## src/rtl/modelado_pkg.sv

```systemverilog
// Shared character codes and writer FSM state type for the Modelado binary-text format.
package modelado_pkg;

  localparam logic [7:0] CHAR_ZERO = 8'h30;
  localparam logic [7:0] CHAR_ONE  = 8'h31;
  localparam logic [7:0] CHAR_CR   = 8'h0D;
  localparam logic [7:0] CHAR_LF   = 8'h0A;

  typedef enum logic [1:0] {IDLE, BITS, CR, NL} writer_state_t;

  function automatic logic [7:0] bit_char(input logic b);
    return b ? CHAR_ONE : CHAR_ZERO;
  endfunction

endpackage

```

## src/rtl/bin_line_writer_if.sv

```systemverilog
// Word input stream and byte output stream of the binary-text line writer.
interface bin_line_writer_if #(
  parameter int WIDTH = 32
);
  logic             in_valid;
  logic             in_ready;
  logic [WIDTH-1:0] in_data;
  logic             out_valid;
  logic             out_ready;
  logic [7:0]       out_char;

  modport master (
    output in_valid, in_data, out_ready,
    input  in_ready, out_valid, out_char
  );

  modport slave (
    input  in_valid, in_data, out_ready,
    output in_ready, out_valid, out_char
  );
endinterface

```

## src/rtl/bin_word_fifo.sv

```systemverilog
// Synchronous word FIFO; pointers carry an extra wrap bit to tell full from empty.
module bin_word_fifo #(
  parameter int WIDTH      = 32,
  parameter int FIFO_DEPTH = 4
) (
  input  logic             clk,
  input  logic             rst_n,
  input  logic             push,
  input  logic [WIDTH-1:0] push_data,
  input  logic             pop,
  output logic [WIDTH-1:0] head,
  output logic             full,
  output logic             empty
);
  localparam int AW = $clog2(FIFO_DEPTH);

  logic [WIDTH-1:0] mem [FIFO_DEPTH];
  logic [AW:0]      wr_ptr;
  logic [AW:0]      rd_ptr;

  // NOTE: sequential state uses non-blocking assignments so every flop samples pre-edge values.
  always_ff @(posedge clk) begin
    if (!rst_n) begin
      wr_ptr <= '0;
      rd_ptr <= '0;
    end else begin
      if (push && !full) wr_ptr <= wr_ptr + (AW+1)'(1);
      if (pop && !empty) rd_ptr <= rd_ptr + (AW+1)'(1);
    end
  end

  // NOTE: storage is not reset; resetting the pointers already makes every entry invalid.
  always_ff @(posedge clk) begin
    if (push && !full) mem[wr_ptr[AW-1:0]] <= push_data;
  end

  assign empty = (wr_ptr == rd_ptr);
  assign full  = (wr_ptr[AW] != rd_ptr[AW]) && (wr_ptr[AW-1:0] == rd_ptr[AW-1:0]);
  assign head  = mem[rd_ptr[AW-1:0]];

endmodule

```

## src/rtl/bin_line_writer.sv

```systemverilog
// Prints buffered words as lines of ASCII '0'/'1' (MSB first) plus a line terminator.
module bin_line_writer
  import modelado_pkg::*;
#(
  parameter int WIDTH      = 32,
  parameter int FIFO_DEPTH = 4,
  parameter bit EMIT_CR    = 1'b0
) (
  input  logic               clk,
  input  logic               rst_n,
  bin_line_writer_if.slave   bus,
  output logic               busy,
  output logic [15:0]        words_done
);
  localparam int CNT_W = $clog2(WIDTH);

  writer_state_t    state;
  logic [WIDTH-2:0] sreg;       // bits not yet moved into out_char
  logic [CNT_W-1:0] bit_cnt;
  logic             out_valid_r;
  logic [7:0]       out_char_r;

  logic             fifo_full;
  logic             fifo_empty;
  logic [WIDTH-1:0] fifo_head;
  logic             push;
  logic             pop;
  logic             hs;

  assign bus.in_ready  = !fifo_full;
  assign push          = bus.in_valid && !fifo_full;
  assign hs            = out_valid_r && bus.out_ready;
  assign pop           = !fifo_empty && ((state == IDLE) || (state == NL && hs));
  assign bus.out_valid = out_valid_r;
  assign bus.out_char  = out_char_r;
  assign busy          = (state != IDLE) || !fifo_empty;

  bin_word_fifo #(
    .WIDTH      (WIDTH),
    .FIFO_DEPTH (FIFO_DEPTH)
  ) u_fifo (
    .clk       (clk),
    .rst_n     (rst_n),
    .push      (push),
    .push_data (bus.in_data),
    .pop       (pop),
    .head      (fifo_head),
    .full      (fifo_full),
    .empty     (fifo_empty)
  );

  // Popping in NL on the terminator handshake chains lines with no idle cycle.
  always_ff @(posedge clk) begin
    if (!rst_n) begin
      state       <= IDLE;
      sreg        <= '0;
      bit_cnt     <= '0;
      out_valid_r <= 1'b0;
      out_char_r  <= 8'h00;
      words_done  <= '0;
    end else begin
      case (state)
        IDLE: begin
          if (!fifo_empty) begin
            sreg        <= fifo_head[WIDTH-2:0];
            bit_cnt     <= CNT_W'(WIDTH-1);
            out_valid_r <= 1'b1;
            out_char_r  <= bit_char(fifo_head[WIDTH-1]);
            state       <= BITS;
          end
        end
        BITS: begin
          if (hs) begin
            sreg    <= sreg << 1;
            bit_cnt <= bit_cnt - CNT_W'(1);
            if (bit_cnt == '0) begin
              state      <= EMIT_CR ? CR : NL;
              out_char_r <= EMIT_CR ? CHAR_CR : CHAR_LF;
            end else begin
              out_char_r <= bit_char(sreg[WIDTH-2]);
            end
          end
        end
        CR: begin
          if (hs) begin
            state      <= NL;
            out_char_r <= CHAR_LF;
          end
        end
        NL: begin
          if (hs) begin
            words_done <= words_done + 16'd1;
            if (!fifo_empty) begin
              sreg       <= fifo_head[WIDTH-2:0];
              bit_cnt    <= CNT_W'(WIDTH-1);
              out_char_r <= bit_char(fifo_head[WIDTH-1]);
              state      <= BITS;
            end else begin
              out_valid_r <= 1'b0;
              out_char_r  <= 8'h00;
              state       <= IDLE;
            end
          end
        end
        default: state <= IDLE;
      endcase
    end
  end

endmodule

```

## src/flat_wrapper.sv

```systemverilog
// flat-port wrapper written by rule: the top's interface ports become plain ports
module bin_line_writer_flat import modelado_pkg::*;
#(
  parameter int WIDTH      = 32,
  parameter int FIFO_DEPTH = 4,
  parameter bit EMIT_CR    = 1'b0
)
  (clk, rst_n, busy, words_done, bus_in_valid, bus_in_data, bus_out_ready, bus_in_ready, bus_out_valid, bus_out_char);
  bin_line_writer_if #(.WIDTH(WIDTH)) bus_i ();
  input  logic clk;
  input  logic rst_n;
  output logic busy;
  output logic [15:0] words_done;
  input wire logic [$bits(bus_i.in_valid)-1:0] bus_in_valid;
  input wire logic [$bits(bus_i.in_data)-1:0] bus_in_data;
  input wire logic [$bits(bus_i.out_ready)-1:0] bus_out_ready;
  output wire logic [$bits(bus_i.in_ready)-1:0] bus_in_ready;
  output wire logic [$bits(bus_i.out_valid)-1:0] bus_out_valid;
  output wire logic [$bits(bus_i.out_char)-1:0] bus_out_char;
  assign bus_i.in_valid = bus_in_valid;
  assign bus_i.in_data = bus_in_data;
  assign bus_i.out_ready = bus_out_ready;
  assign bus_in_ready = bus_i.in_ready;
  assign bus_out_valid = bus_i.out_valid;
  assign bus_out_char = bus_i.out_char;
  bin_line_writer #(.WIDTH(WIDTH), .FIFO_DEPTH(FIFO_DEPTH), .EMIT_CR(EMIT_CR)) u_core (.clk(clk), .rst_n(rst_n), .bus(bus_i), .busy(busy), .words_done(words_done));
endmodule
```

## config.mk

```make
export PLATFORM = sky130hd
export DESIGN_NAME = bin_line_writer_flat
export DESIGN_NICKNAME = d
export VERILOG_FILES = /design/src/rtl/modelado_pkg.sv /design/src/rtl/bin_line_writer_if.sv /design/src/rtl/bin_word_fifo.sv /design/src/rtl/bin_line_writer.sv /design/src/flat_wrapper.sv
export SDC_FILE = /design/constraint.sdc
export NUM_CORES = 1
export LEC_CHECK = 0
export CAP_MARGIN = 30
export CORE_ASPECT_RATIO = 0.6
export CORE_MARGIN = 4
export CORE_UTILIZATION = 25
export DETAILED_ROUTE_END_ITERATION = 10
export PLACE_DENSITY_LB_ADDON = 0.3
export SYNTH_ARGS = -nofsm -noshare
export SYNTH_HDL_FRONTEND = slang
export SYNTH_SLANG_ARGS = --single-unit
```

## constraint.sdc

```tcl
create_clock -name clk -period 2.6 [get_ports clk]
set_clock_uncertainty 0.15 [all_clocks]
set_input_delay 0.52 -clock clk [delete_from_list [all_inputs] [get_ports clk]]
set_output_delay 0.52 -clock clk [all_outputs]
set_load 0.02 [all_outputs]
```

==> results of run 1 <==
-- logic make-up after synthesis --
logic type	synth area share
DFF	0.633
and+or+nand+nor	0.0877
AOI/OAI and AO/OA	0.112
buffers and inverters	0.0336
muxes	0.0932
xor gates and xnor gates	0.0227
adders and majority gates	0.0184
other	0.000459
-- per-layer routing --
metal	track usage	up-vias	share of wire
met2	0.130	104	0.39
met1	0.166	2453	0.55
met3	0.0302	16	0.049
met5	0	-	0
met4	0.0292	0	0.010
li1	-	2273	-
-- worst reg2reg max path, delay by kind of cell (launching register included) --
kind                       cells  cell delay [ns]
buffers and inverters          3             0.74
adders and majority gates      1             0.26
and+or+nand+nor                1             0.18
AOI/OAI and AO/OA              1             0.27
DFF                            1             0.40
-- what timing repair did --
| item | 4_1_cts | 5_1_grt |
|---|---|---|
| setup buffers | 0 | 2 |
| endpoints found under the setup margin | 2 | 1 |
| gates cloned | 0 | 0 |
| gates resized for setup | 4 | 4 |
| pin swaps | 1 | 1 |
-- flip-flops by register name, summed over array words and instances (netlist names), named ones only --
signal and cells:
u_core.bus.out_valid 1, u_core.bit_cnt 5, u_core.bus.out_char 3, u_core.words_done 16, u_core.u_fifo.rd_ptr 3, u_core.u_fifo.mem 128
u_core.sreg 31, u_core.u_fifo.wr_ptr 3, u_core.state 2
-- cell type report --
class | count | area, um2 | share of cell area
Inverter | 13 | 48.8 | 0.00489
Tap cell | 416 | 520 | 0.0521
Sequential cell | 194 | 5170 | 0.518
Timing Repair Buffer | 90 | 917 | 0.0919
Clock buffer | 18 | 429 | 0.0430
Clock inverter | 13 | 161 | 0.0162
Multi-Input combinational cell | 313 | 2740 | 0.274
-- cell usage after synthesis (9+ instances only) --
master / n / area (um2)
buf_2: 9 / 45.0
a21oi_1: 46 / 230
ha_1: 12 / 150
clkbuf_1: 12 / 45.0
nand2_1: 71 / 267
a311oi_2: 31 / 465
dfxtp_1: 66 / 1320
buf_4: 10 / 75.1
inv_1: 12 / 45.0
edfxtp_1: 128 / 3840
mux4_2: 32 / 721
xor2_1: 9 / 78.8
nor2_1: 19 / 71.3
nand3_1: 12 / 60.1
-- worst paths after layout --
kind	startpoint	end	slack, ns	depth (start not counted)
max	u_core.state[1]$_SDFFE_PN0P_	busy	0.16	6
min	u_core.words_done[15]$_SDFFE_PN0P_	u_core.words_done[15]$_SDFFE_PN0P_	0.34	2
max reg2reg	u_core.state[1]$_SDFFE_PN0P_	u_core.sreg[29]$_SDFFE_PN0P_	0.52	6
min reg2reg	u_core.words_done[15]$_SDFFE_PN0P_	u_core.words_done[15]$_SDFFE_PN0P_	0.34	2
-- power breakdown --
group          internal [uW]  switching, uW
logic                   1630           2140
clock network           1510           1160
registers               3690            214
total                   6840           3520
-- metrics by stage --
step           total power (uW)  cells
6_report                  10400   1057
3_3_place_gp               7740   1024
2_1_floorplan              6760    559
3_5_place_dp               7750   1024
4_1_cts                   10400   1055
5_1_grt                   11000   1057
==> results.toml, run 1 <==
[place]
place_congestion = 0.732
placed_cell_area_mm2 = 0.00938
dpl.hpwl_um = 11900
dp_slack_ns = 0.118
portBuffers = 59

[global_routing]
grt_antenna_before_repair = 0
overflow = 0
track_usage = 0.103
grt_pass1_wl_um = 27900
grt_max_degree = 38
grt_pass1_vias = 4697

[final_layout]
final_cell_mix = "128 x edfxtp_1, 71 x nand2_1, 64 x dfxtp_1"
area_growth_pct = 22.2
final_core_util = 0.315
layout-drive-gt1-share = 0.220
fin_nets = 677
final_common_cell = "edfxtp_1"
fill_cells = 3138
design_area_mm2 = 0.00998
antennaDiodeCount = 0

[yosys]
syn_area_per_cell_um2 = 14.7
synthesis.area_mm2 = 0.00817
synth_flop_cell = "edfxtp_1"
syn-instance-count = 557
async_reset_ff_frac = 0
ys_types = 53
synth_edf_count = 128
synth_warnings = 0
seq_area_frac_synth = 0.633
synth-seq-cells = 194

[floorplanning]
start_util = 0.258
die_w_um = 241
die_area_mm2 = 0.0357
core.rowCount = 50
die_h_um = 148
core_mm2 = 0.0317
ios = 63

[sta]
period_share = 0.938
rsz0062_at_grt = "no"
setup_ws_ns = 0.161
tns_ns = 0
fmax_mhz = 410
setup_viol = 0
fin_crit_ns = 2.44
hold_viol_final = 0
whs_ns = 0.336
drv_slew = 0

[status]
status = "finished clean"

[critical_path]
arrival_ns = 1.77
criticalPathCategory = "flop to output pin"
end_kind = "output pin"
crit_path_top_delay_cell = "dfxtp_1"
crit_family = "buffers and inverters"
start_kind = "flop"
path_cells = "inv_2 > ha_1 > inv_1 > nor4_4 > inv_2 > buf_2"
crit_buf_inv = 4
required_ns = 1.93
path_max_fanout = 6
cpPeakStageDelay_ns = 0.35
crit_top_cell = "inv_2"

[clocking]
insertion_delay_ns = 0.44
clockBufferDepth = 2
cts_buffers = 17
clock-root-buffer = "clkbuf_16"
clkSinkCount = 194
clkTransAtPathRegs_ns = 0.07
h-tree-depth = 4
hold_buffers = 0
cts_tree = "built"

[detailed_routing]
ant_nets = 0
viasPerCell = 4.58
first_iter_violations = 431
num_vias = 4846
wl_per_cell_um = 16.9
drt_wl_total_um = 17900
route.detailed.drc = 0
firstDrtPassIters = 4

[power_and_ir_drop]
cellPowerDensity_mw_per_mm2 = 1040
power.leakage_uw = 0.00328
ir_worst_vdd_uv = 711

[job]
maxCapViolations = 0

[min_path]
hp-class = "flop to flop"
No activity file was read; power rests on OpenSTA's default activity.
==> run 2: changes to the inputs <==
--- a/config.mk
+++ b/config.mk
@@ -5,6 +5,7 @@
 export SDC_FILE = /design/constraint.sdc
 export NUM_CORES = 1
 export LEC_CHECK = 0
+export ABC_AREA = 0
 export CAP_MARGIN = 30
 export CORE_ASPECT_RATIO = 0.6
 export CORE_MARGIN = 4
==> results of run 2 <==
Final layout, timing and power as in run 1 (identical DEF).
